## src/rtl/edge_gen.sv

```systemverilog
// Waveform generator: rise/fall/toggle requests with a minimum-width hold and one deferred request slot.
// Optional EDGE_GEN_PULSE_EN adds Rise_Pulse/Fall_Pulse outputs.
module edge_gen #(
  parameter int unsigned CNT_W = 8
) (
  input  logic             clk,
  input  logic             rst,
  input  logic             Rise_Req,
  input  logic             Fall_Req,
  input  logic             Toggle_Req,
  input  logic [CNT_W-1:0] Min_Width,
  output logic             signal,
  output logic             Busy,
  output logic             Pending,
  output logic             Conflict,
`ifdef EDGE_GEN_PULSE_EN
  output logic             Rise_Pulse,
  output logic             Fall_Pulse,
`endif
  output logic             Drop
);

  typedef enum logic {IDLE, HOLD} state_e;

  state_e           state_q, state_d;
  logic [CNT_W-1:0] cnt_q, cnt_d;
  logic             sig_q, sig_d;
  logic             pend_q, pend_d;
  logic             plev_q, plev_d;
  logic             conf_q, conf_d;
  logic             drop_q, drop_d;

  logic [1:0] nreq_w;
  logic       proj_w, eff_w, new_lvl_w, expire_w, apply_w, store_w, long_w;

  always_comb begin
    nreq_w    = {1'b0, Rise_Req} + {1'b0, Fall_Req} + {1'b0, Toggle_Req};
    proj_w    = pend_q ? plev_q : sig_q;
    eff_w     = (nreq_w == 2'd1) &&
                ((Rise_Req && !proj_w) || (Fall_Req && proj_w) || Toggle_Req);
    new_lvl_w = Rise_Req || (Toggle_Req && !proj_w);
    expire_w  = (state_q == HOLD) && (cnt_q == '0);
    apply_w   = expire_w && pend_q && (plev_q != sig_q);
    store_w   = (state_q == HOLD) && eff_w;
    long_w    = (Min_Width > CNT_W'(1));
  end

  always_ff @(posedge clk or posedge rst) begin
    if (rst) begin
      state_q <= IDLE;
      cnt_q   <= '0;
      sig_q   <= 1'b0;
      pend_q  <= 1'b0;
      plev_q  <= 1'b0;
      conf_q  <= 1'b0;
      drop_q  <= 1'b0;
    end else begin
      state_q <= state_d;
      cnt_q   <= cnt_d;
      sig_q   <= sig_d;
      pend_q  <= pend_d;
      plev_q  <= plev_d;
      conf_q  <= conf_d;
      drop_q  <= drop_d;
    end
  end

  // A request stored at expiry keeps HOLD alive with a zero count so it is applied next cycle.
  always_comb begin
    state_d = state_q;
    cnt_d   = cnt_q;
    unique case (state_q)
      IDLE: begin
        if (eff_w && long_w) begin
          state_d = HOLD;
          cnt_d   = Min_Width - CNT_W'(1);
        end
      end
      HOLD: begin
        if (!expire_w) begin
          cnt_d = cnt_q - CNT_W'(1);
        end else if (apply_w && long_w) begin
          cnt_d = Min_Width - CNT_W'(1);
        end else if (eff_w) begin
          cnt_d = '0;
        end else begin
          state_d = IDLE;
        end
      end
      default: state_d = IDLE;
    endcase
  end

  always_comb begin
    sig_d  = sig_q;
    pend_d = pend_q;
    plev_d = plev_q;
    drop_d = 1'b0;
    conf_d = (nreq_w >= 2'd2);
    if ((state_q == IDLE) && eff_w) sig_d = new_lvl_w;
    if (apply_w) sig_d = plev_q;
    if (expire_w) pend_d = 1'b0;
    if (store_w) begin
      pend_d = 1'b1;
      plev_d = new_lvl_w;
      drop_d = pend_q && !apply_w;
    end
  end

  assign signal   = sig_q;
  assign Busy     = (state_q == HOLD);
  assign Pending  = pend_q;
  assign Conflict = conf_q;
  assign Drop     = drop_q;

`ifdef EDGE_GEN_PULSE_EN
  logic rise_p_q, fall_p_q;

  always_ff @(posedge clk or posedge rst) begin
    if (rst) begin
      rise_p_q <= 1'b0;
      fall_p_q <= 1'b0;
    end else begin
      rise_p_q <= sig_d && !sig_q;
      fall_p_q <= !sig_d && sig_q;
    end
  end

  assign Rise_Pulse = rise_p_q;
  assign Fall_Pulse = fall_p_q;
`endif

endmodule

```

## config.mk

```make
export PLATFORM = sky130hd
export DESIGN_NAME = edge_gen
export DESIGN_NICKNAME = d
export VERILOG_FILES = /design/src/rtl/edge_gen.sv
export SDC_FILE = /design/constraint.sdc
export NUM_CORES = 1
export LEC_CHECK = 0
export CAP_MARGIN = 10
export CORE_UTILIZATION = 50
export CTS_CLUSTER_DIAMETER = 120
export DETAILED_ROUTE_END_ITERATION = 8
export PLACE_DENSITY = 0.76
export SLEW_MARGIN = 20
export SYNTH_ARGS = -nofsm -noshare
export SYNTH_HDL_FRONTEND = slang
export SYNTH_SLANG_ARGS = --single-unit
```

## constraint.sdc

```tcl
create_clock -name clk -period 3.25 [get_ports clk]
set_clock_uncertainty 0.2 [all_clocks]
set_input_delay 0.4875 -clock clk [delete_from_list [all_inputs] [get_ports clk]]
set_output_delay 0.4875 -clock clk [all_outputs]
set_load 0.05 [all_outputs]
```

==> impl_metrics.toml <==
[run_status]
status = "finished clean"

[setup_path]
cp_common_cell = "or4_4"
critical_path_class = "primary input to register"
critPathLaunchType = "primary input"
slowest_stage = "or4_4"
critical_path_buf_inv_count = 2
cp_num_cells = 7
worst_path_largest_cell_delay_ns = 0.54
path_max_fanout = 9
crit_end = "cnt_q[3]"
arrival_ns = 3.03
r2r-end = "cnt_q[3]"
crit_chain = "clkdlybuf4s50_1 -> or4_4 -> or4_4 -> or2_4 -> a221oi_4 -> buf_12 -> mux2_2"
reg2reg_slack_ns = 0.44
worstReg2RegStart = "cnt_q[2]"
rr_worst_depth = 6
critical_path.startpoint = "Min_Width[3]"
critical_path.top_delay_family = "simple AND/OR/NAND/NOR gates"
worst-endpoint-required_ns = 3.21
cp-end-kind = "register"

[floorplanning]
start_util_pct = 53.0
coreArea_um2 = 1940
die_w_um = 47.4
io_pins = 18
die_h_um = 47.4
die_area_um2 = 2240
rows = 16

[finish]
antenna_cells = 0
final_core_util_pct = 69.1
design_area_um2 = 1340
final_nets = 155
area_growth_pct = 30.4
drive_gt1_share_pct = 19.9

[synth]
ys_seq_area_share_pct = 34.0
synth_area_leaders = "dfrtp_1, mux2_2, xnor2_1, inv_1, ha_1"
yosys_warnings = 0
async_flop_share_pct = 100
synthFlopType = "dfrtp_1"
synth_top_area_cell = "dfrtp_1"
synth_nets = 126
synth_cell_type_count = 33
synth_edf_count = 0
yosys-top-cells-count = "dfrtp_1, inv_1, mux2_2, xnor2_1, nand2_1"
synthesis.area_um2 = 1030
synth_top_area_share_pct = 34.0
synthCells = 108
synth_seq_cells = 14
avgSynthCellArea_um2 = 9.53

[global_routing]
grtUsageTotal_pct = 22.3
grt.met1_usage_pct = 29.9
grt_max_degree = 15
grt_use_met2_pct = 34.8
grt.busiest_layer = "met2"
grt_use_met3_pct = 4.62
grt_pass1_vias = 797
grt_pass1_wl_um = 3410
antenna_found_initial = 0
grt_overflow = 0

[cts]
clockBufferDepth = 2
clock_latency_ns = 0.27
cts_root_buf = "clkbuf_4"
cts_tree = "built"
cts_resized = 0
cts.sinks = 14
cts_max_level = 1
cts_inserted_buffers = 3
path_clk_slew_ns = 0.09
cts_setup_buffers = 0
ctsHoldBuffers = 0

[detailed_routing]
post_drt_wl_per_cell_um = 12.9
final_antenna_net_count = 0
viasPerCell = 5.34
firstDrtPassIters = 4
post-route-drc-count = 0
drtIter0Drc = 17
vias = 870
routed_wl_um = 2110

[timing]
min_period_ns = 3.07
fmax_mhz = 326
fin_ws_ns = 0.180
setup_viol = 0
maxSlewHeadroom_pct = 51.5
slew_viol_final = 0
rsz0062_at_grt = "false"
min_period_over_period_pct = 94.5
tightest_slew_ns = 0.720
hold_viol = 0

[place]
portBuffers = 17
dp_hpwl_um = 1730
dpl_cell_area_um2 = 1310
place.gp.congestion = 0.839
preCtsSetupSlack_ns = -0.101

[power]
leakage_nw = 0.568
p_per_area_nw_per_um2 = 863
ir_drop_uv = 441
report.power.total_w = 0.00116

[job]
cap_viol_max_count = 0

[min_path]
min_path_type = "primary input to async pin"
[cell usage in the layout (no fill, tap or decap), drive strengths merged]
master / count
xnor2: 9
o21a: 1
clkdlybuf4s50: 17
mux2i: 3
and2: 1
buf: 9
clkbuf: 4
a221oi: 1
fa: 1
nor4b: 1
o21ai: 6
nor3: 3
nand4bb: 1
inv: 14
ha: 4
o2bb2ai: 2
nor2: 5
or3: 1
o22ai: 5
a21boi: 1
nand2b: 1
o31ai: 1
or4: 4
mux2: 9
a21oi: 1
a2111oi: 1
a211oi: 1
dfrtp: 14
xor2: 1
nor4: 3
or2: 2
nand2: 8
o211ai: 1
[worst register-to-register path: stages (launching register included)]
cell and delay [ns]:
dfrtp_1 0.47, or4_1 0.61, nor4_1 0.67, and2_1 0.27, a221oi_4 0.05, buf_12 0.16
mux2_2 0.27
[state kept, by name (all words and copies together), names as in the netlist]
register,cells
cnt_q,8
Drop,1
plev_q,1
Pending,1
Busy,1
signal,1
Conflict,1
[per-stage QoR]
stage          TNS [ns]  cells  hold slack (ns)
6_report              0    163            0.354
5_1_grt               0    163            0.406
4_1_cts               0    163            0.368
3_5_place_dp     -0.708    159            0.346
3_3_place_gp     -0.497    159            0.336
2_1_floorplan         0    108            0.177
[worst min-delay path by stage]
| stage | startpoint | to | slack [ns] |
|---|---|---|---|
| after global routing | cnt_q[1] | cnt_q[1] | 0.41 |
| after CTS | rst | cnt_q[7] | 0.37 |
| after global placement | Pending | Pending | 0.34 |
| after detailed placement | Pending | Pending | 0.35 |
| final | rst | Drop | 0.35 |
| after floorplan | rst | Busy | 0.18 |
[power breakdown]
group          switching (W)  internal (W)  leakage [nW]
sequential          0.000109      0.000259         0.162
combinational       0.000318      0.000349         0.385
clock              0.0000558     0.0000680        0.0210
[routing by layer]
layer,wire length [um],share of wire (%)
met1,1000,48
met2,1020,48
met3,65,3.1
met4,18,0.86
met5,0,0
[cell type report]
class	instances	area [um^2]
Multi-Input combinational cell	78	619
Fill cell	156	599
Inverter	14	52.6
Sequential cell	14	350
Timing Repair Buffer	26	250
Tap cell	27	33.8
Clock buffer	4	36.3
[kinds of logic (layout without fill, tap and decap cells)]
kind of cell | count (synthesis) | after routing | synth area share [%]
flip-flops | 14 | 14 | 34.0
AND/OR/NAND/NOR | 30 | 30 | 16.9
adder cells (fa/ha/maj) | 5 | 5 | 6.80
XOR/XNOR | 10 | 10 | 8.51
buffers and inverters | 16 | 44 | 5.83
AO/OA/AOI/OAI | 21 | 21 | 15.2
multiplexers | 12 | 12 | 12.8
No activity file was read; power rests on OpenSTA's default activity.
